[config.mk]
export PLATFORM = sky130hd
export DESIGN_NAME = bt_servo_multi
export DESIGN_NICKNAME = d
export VERILOG_FILES = /design/src/rtl/servo_pkg.sv /design/src/rtl/servo_pwm_ch.sv /design/src/rtl/bt_servo_multi.sv
export SDC_FILE = /design/constraint.sdc
export NUM_CORES = 1
export LEC_CHECK = 0
export CAP_MARGIN = 25
export CORE_MARGIN = 2
export CORE_UTILIZATION = 50
export DETAILED_ROUTE_END_ITERATION = 7
export PLACE_DENSITY = 0.72
export SLEW_MARGIN = 20
export SYNTH_ARGS = -nofsm -noshare
export SYNTH_HDL_FRONTEND = slang
export SYNTH_SLANG_ARGS = --single-unit
[constraint.sdc]
create_clock -name CLK -period 3.17 [get_ports CLK]
set_clock_uncertainty 0.2 [all_clocks]
set_input_delay 0.634 -clock CLK [delete_from_list [all_inputs] [get_ports CLK]]
set_output_delay 0.634 -clock CLK [all_outputs]
set_load 0.02 [all_outputs]
[src/rtl/servo_pkg.sv]
// Shared constants for the multi-channel BT servo path: ASCII command bytes,
// parser state encoding and the pulse-width table builder.
package servo_pkg;

   localparam logic [7:0] ASC_A  = 8'h41;
   localparam logic [7:0] ASC_B  = 8'h42;
   localparam logic [7:0] ASC_P  = 8'h50;
   localparam logic [7:0] ASC_0  = 8'h30;
   localparam logic [7:0] ASC_CR = 8'h0D;
   localparam logic [7:0] ASC_LF = 8'h0A;

   typedef enum logic [1:0] {
      IDLE,
      GOT_P,
      GOT_CH
   } parse_state_t;

   // Width in us for position p; only ever evaluated with constant arguments.
   function automatic int unsigned pulse_us(input int unsigned p,
                                            input int unsigned n_pos,
                                            input int unsigned min_us,
                                            input int unsigned max_us);
      return min_us + (p * (max_us - min_us)) / (n_pos - 1);
   endfunction

endpackage

[src/rtl/servo_pwm_ch.sv]
// One servo channel: frame-aligned shadow of the commanded position and the
// pulse comparator against the shared microsecond counter.
module servo_pwm_ch
   import servo_pkg::*;
#(
   parameter int N_POS  = 5,
   parameter int MIN_US = 1000,
   parameter int MAX_US = 2000,
   parameter int UW     = 15,
   parameter int POS_W  = 3
) (
   input  logic             CLK,
   input  logic             RESET,
   input  logic [UW-1:0]    us_cnt,
   input  logic             frame_start,
   input  logic [POS_W-1:0] pos,
   output logic             pwm
);

   logic [UW-1:0]    width_tab [N_POS];
   logic [POS_W-1:0] shadow;

   for (genvar k = 0; k < N_POS; k++) begin : g_tab
      assign width_tab[k] = UW'(pulse_us(k, N_POS, MIN_US, MAX_US));
   end

   // Shadow only follows pos at frame boundaries so a pulse is never cut or stretched.
   always_ff @(posedge CLK) begin
      if (RESET) begin
         shadow <= '0;
         pwm    <= 1'b0;
      end else begin
         if (frame_start) begin
            shadow <= pos;
         end
         pwm <= (us_cnt < width_tab[shadow]);
      end
   end

endmodule

[src/rtl/bt_servo_multi.sv]
// ASCII command parser, PWM timebase and ping-pong sweep driving N_CH servo
// channels from HM-10 UART bytes.
module bt_servo_multi
   import servo_pkg::*;
#(
   parameter int CLK_HZ    = 50_000_000,
   parameter int N_CH      = 4,
   parameter int N_POS     = 5,
   parameter int PERIOD_US = 20000,
   parameter int MIN_US    = 1000,
   parameter int MAX_US    = 2000,
   parameter int DWELL_MS  = 500,
   localparam int POS_W    = $clog2(N_POS)
) (
   input  logic                  CLK,
   input  logic                  RESET,
   input  logic [7:0]            rx_data,
   input  logic                  rx_valid,
   output logic [N_CH-1:0]       pwm,
   output logic                  modo,
   output logic [N_CH*POS_W-1:0] pos_flat,
   output logic                  frame_start,
   output logic                  cmd_ok,
   output logic                  cmd_err
);

   localparam int DIV  = CLK_HZ / 1_000_000;
   localparam int DW   = (DIV > 1) ? $clog2(DIV) : 1;
   localparam int UW   = $clog2(PERIOD_US);
   localparam int DWW  = (DWELL_MS > 1) ? $clog2(DWELL_MS) : 1;
   localparam int CH_W = (N_CH > 1) ? $clog2(N_CH) : 1;

   logic [DW-1:0]    div_cnt;
   logic [UW-1:0]    us_cnt;
   logic             us_tick;
   logic [9:0]       ms_cnt;
   logic             ms_tick;
   logic [DWW-1:0]   dwell_cnt;
   logic [POS_W-1:0] idx;
   logic [POS_W-1:0] idx_next;
   logic             dir_up;
   logic             dir_next;
   logic [CH_W-1:0]  ch;
   logic [POS_W-1:0] pos [N_CH];
   parse_state_t     state;
   logic             byte_live;
   logic             is_ch_digit;
   logic             is_pos_digit;

   assign us_tick      = (div_cnt == DW'(DIV - 1));
   assign ms_tick      = us_tick && (ms_cnt == 10'd999);
   assign byte_live    = rx_valid && (rx_data != ASC_CR) && (rx_data != ASC_LF);
   assign is_ch_digit  = (rx_data >= ASC_0 + 8'd1) && (rx_data <= ASC_0 + 8'(N_CH));
   assign is_pos_digit = (rx_data >= ASC_0 + 8'd1) && (rx_data <= ASC_0 + 8'(N_POS));

   always_ff @(posedge CLK) begin
      if (RESET) begin
         div_cnt     <= '0;
         us_cnt      <= '0;
         frame_start <= 1'b0;
      end else begin
         frame_start <= 1'b0;
         if (us_tick) begin
            div_cnt <= '0;
            if (us_cnt == UW'(PERIOD_US - 1)) begin
               us_cnt      <= '0;
               frame_start <= 1'b1;
            end else begin
               us_cnt <= us_cnt + 1'b1;
            end
         end else begin
            div_cnt <= div_cnt + 1'b1;
         end
      end
   end

   // Ping-pong step: turn around at either end without repeating the endpoint.
   always_comb begin
      idx_next = idx;
      dir_next = dir_up;
      if (dir_up) begin
         if (idx == POS_W'(N_POS - 1)) begin
            idx_next = idx - 1'b1;
            dir_next = 1'b0;
         end else begin
            idx_next = idx + 1'b1;
         end
      end else begin
         if (idx == '0) begin
            idx_next = POS_W'(1);
            dir_next = 1'b1;
         end else begin
            idx_next = idx - 1'b1;
         end
      end
   end

   // Parser assignments come after the sweep so a restarting 'B' overrides a coincident step.
   always_ff @(posedge CLK) begin
      if (RESET) begin
         state     <= IDLE;
         ch        <= '0;
         modo      <= 1'b0;
         cmd_ok    <= 1'b0;
         cmd_err   <= 1'b0;
         ms_cnt    <= '0;
         dwell_cnt <= '0;
         idx       <= '0;
         dir_up    <= 1'b1;
         for (int c = 0; c < N_CH; c++) pos[c] <= '0;
      end else begin
         cmd_ok  <= 1'b0;
         cmd_err <= 1'b0;
         if (us_tick) begin
            ms_cnt <= ms_tick ? 10'd0 : ms_cnt + 10'd1;
         end
         if (modo && ms_tick) begin
            if (dwell_cnt == DWW'(DWELL_MS - 1)) begin
               dwell_cnt <= '0;
               idx       <= idx_next;
               dir_up    <= dir_next;
               for (int c = 0; c < N_CH; c++) pos[c] <= idx_next;
            end else begin
               dwell_cnt <= dwell_cnt + 1'b1;
            end
         end
         if (byte_live) begin
            case (state)
               IDLE: begin
                  if (rx_data == ASC_A) begin
                     modo   <= 1'b0;
                     cmd_ok <= 1'b1;
                  end else if (rx_data == ASC_B) begin
                     modo      <= 1'b1;
                     ms_cnt    <= '0;
                     dwell_cnt <= '0;
                     idx       <= '0;
                     dir_up    <= 1'b1;
                     for (int c = 0; c < N_CH; c++) pos[c] <= '0;
                     cmd_ok    <= 1'b1;
                  end else if (rx_data == ASC_P) begin
                     state <= GOT_P;
                  end else begin
                     cmd_err <= 1'b1;
                  end
               end
               GOT_P: begin
                  if (is_ch_digit) begin
                     ch    <= CH_W'(rx_data - ASC_0 - 8'd1);
                     state <= GOT_CH;
                  end else begin
                     cmd_err <= 1'b1;
                     state   <= IDLE;
                  end
               end
               GOT_CH: begin
                  state <= IDLE;
                  if (is_pos_digit && !modo) begin
                     pos[ch] <= POS_W'(rx_data - ASC_0 - 8'd1);
                     cmd_ok  <= 1'b1;
                  end else begin
                     cmd_err <= 1'b1;
                  end
               end
               default: state <= IDLE;
            endcase
         end
      end
   end

   for (genvar c = 0; c < N_CH; c++) begin : g_ch
      assign pos_flat[c*POS_W +: POS_W] = pos[c];

      servo_pwm_ch #(
         .N_POS  (N_POS),
         .MIN_US (MIN_US),
         .MAX_US (MAX_US),
         .UW     (UW),
         .POS_W  (POS_W)
      ) u_ch (
         .CLK         (CLK),
         .RESET       (RESET),
         .us_cnt      (us_cnt),
         .frame_start (frame_start),
         .pos         (pos[c]),
         .pwm         (pwm[c])
      );
   end

endmodule

==> results.yml <==
global_route:
  grt_max_degree: 26
  grt_pass1_vias: 3923
  grt_remaining_overflow: 0
  track_usage_pct: 21.33
  antenna_found_initial: 0
  grt_pass1_wl_um: 17660
clock_tree:
  clk_pin_slew_worst_paths_ns: 0.09
  cts_hold_buf: 0
  clockRootBuffer: "clkbuf_8"
  clock-sinks: 80
  cts_buffers: 9
  h-tree-depth: 3
  cts_resized: 0
  cts_buffer_depth: 2
  post_cts_buffers: 0
  cts_tree: "built"
  insertion_delay_ns: 0.36
synthesis:
  yosysSeqAreaShare_pct: 36.42
  synthesis.nets: 569
  yosysTopAreaCellShare_pct: 28.80
  synth_simple_gate_area_share_pct: 25.78
  avgSynthCellArea_um2: 9.179
  synthArstFlopShare_pct: 0
  ys.flop_type: "dfxtp_1"
  synth-edff-count: 12
  ys.warnings.count: 0
  syn_area_um2: 4727
  synth_cell_types: 61
  synth_cells: 515
  synth_area_leaders: "dfxtp_1 29%, ha_1 11%, edfxtp_1 7.6%, nor2_1 3.7%, mux2i_1 3.4%"
  synthAdderAreaFrac_pct: 11.38
  muxShareOfSynthArea_pct: 3.388
  yosys.area.top_type: "dfxtp_1"
  synth_top_family_by_area: "simple AND/OR/NAND/NOR gates"
  synth_compound_area_share_pct: 15.27
  synth_xor_area_share_pct: 3.520
  ys_seq_elements: 80
drt:
  drt-vias-per-instance: 6.058
  antenna_left: 0
  drc: 0
  wl_per_cell_um: 15.35
  drt-pass1-iter-count: 4
  drtIter0Drc: 179
  routed_wl_um: 10240
  vias: 4041
power_and_ir_drop:
  internal-power_mw: 1.540
  power_switching_mw: 0.4637
  p_sw_share_pct: 23.14
  p_comb_share_pct: 5.7
  clock_power_share_pct: 42.0
  leakage_nw: 2.025
  power_density_nw_per_um2: 371.9
  seqPwrFrac_pct: 52.3
  ir_worst_vdd_mv: 0.2659
setup_path:
  required_ns: 2.98
  startpoint_type: "input port"
  criticalPathCategory: "in2reg"
  cp_num_buf_inv: 2
  endpoint_kind: "register"
  path_max_fanout: 5
  crit_chain: "clkdlybuf4s50_1 -> inv_1 -> ha_1 -> xor2_1 -> a2111oi_2 -> nand3_1 -> o21ai_0"
  slowest_delay_ns: 0.48
  cp.arrival_ns: 2.68
  cpLargestDelayFamily: "compound AO/OA/AOI/OAI gates"
  slowest_stage: "clkdlybuf4s50_1"
layout:
  area_delta_synth_final_pct: 13.98
  mostFrequentLayoutCell: "dfxtp_1"
  final_nets: 605
  postLayoutCoreUtil_pct: 58.59
  drive_gt1_share_pct: 9.532
  final_cell_mix: "68 x dfxtp_1, 46 x nor2_1, 43 x ha_1"
  diodes: 0
die:
  die_x_um: 101.2
  chipHeight_um: 101.2
  rows: 35
  core_area_um2: 9196
  start_util_pct: 51.40
  die_area_um2: 10250
  num_io_pins: 31
sta:
  rsz0062_at_grt: "no"
  worst_hold_slack_ns: 0.2717
  setup_violations: 0
  setup-tns-final_ns: 0
  hold_viol: 0
  timing.fmax_mhz: 349.2
  max-slew-margin-rel_pct: 56.12
  final_max_slew_viol_count: 0
  finalCritPeriodShare_pct: 90.33
  worst_pin_slew_ns: 0.6569
  fin_crit_ns: 2.864
outcome:
  status: "completed"
hold_path:
  hold_class: "reg2reg"
placed_design:
  dp_hpwl_um: 7718
  gp_congestion: 0.8744
  portBuffers: 30
flow_run:
  cap_violations: 0
## final cells by class
class                   instances  area [um2]
fillers                       823        3809
flip-flops and latches         80        1722
clock buffers                  10       127.6
repair buffers                 45       412.9
clock inverters                 6       91.34
inverters                      24       90.09
well taps                     111       138.9
multi-input cells             391        2805
## flip-flops by register name, indices dropped and copies added (netlist names), 2 cells and up
| name | count |
|---|---|
| us_cnt | 15 |
| g_ch.u_ch.shadow | 12 |
| pos | 12 |
| ms_cnt | 10 |
| dwell_cnt | 9 |
| div_cnt | 6 |
| g_ch.u_ch.pwm | 4 |
| idx | 3 |
| ch | 2 |
| state | 2 |
## metrics by stage
stage / worst slack (ns) / total power [mW] / cells / instance area [um2]
after floorplan: 0.4935 / 1.133 / 515 / 4727
after global placement: 0.06927 / 1.183 / 651 / 5169
after detailed placement: -0.06022 / 1.186 / 651 / 5169
after CTS: 0.3278 / 2.026 / 667 / 5388
after global routing: 0.1607 / 2.079 / 667 / 5388
final: 0.3065 / 2.004 / 667 / 5388
## power groups by stage
| stage | combinational [mW] | clock [mW] | sequential [mW] |
|---|---|---|---|
| floorplan | 0.0557 | 0 | 1.08 |
| CTS | 0.115 | 0.863 | 1.05 |
| global placement | 0.112 | 0 | 1.07 |
| finish | 0.115 | 0.841 | 1.05 |
| detailed placement | 0.115 | 0 | 1.07 |
| global route | 0.125 | 0.905 | 1.05 |
## final timing paths
path / start / end / slack [ns] / cells past startpoint
setup / recovery: rx_data[1] / pos[0][2] / 0.31 / 7
hold / removal: div_cnt[0] / div_cnt[0] / 0.27 / 1
setup reg to reg: ms_cnt[0] / dwell_cnt[7] / 0.77 / 5
hold reg to reg: div_cnt[0] / div_cnt[0] / 0.27 / 1
## per-layer routing
layer | up-vias | share of wire, % | track usage, %
met5 | - | 0 | 0
met3 | 20 | 3.6 | 4.348
li1 | 1991 | - | -
met2 | 86 | 49 | 35.86
met4 | 0 | 2.0 | 9.459
met1 | 1944 | 46 | 26.44
## synthesized netlist by cell type (9+ instances only)
library cell / count
or3_1: 10
clkbuf_1: 9
o21ai_0: 18
inv_1: 24
nor2_1: 46
nand4_1: 19
xor2_1: 9
edfxtp_1: 12
o32ai_1: 12
xnor2_1: 10
nand2_1: 27
or2_2: 10
nor2b_1: 11
ha_1: 43
dfxtp_1: 68
mux2i_1: 16
nand3_1: 18
a21oi_1: 25
## kinds of logic after synthesis
kind of cell / count (synthesis)
and+or+nand+nor: 207
AOI/OAI and AO/OA: 106
DFF: 80
buffers and inverters: 44
adders and majority gates: 43
xor gates and xnor gates: 19
muxes: 16
(Power assumes the default switching activity.)
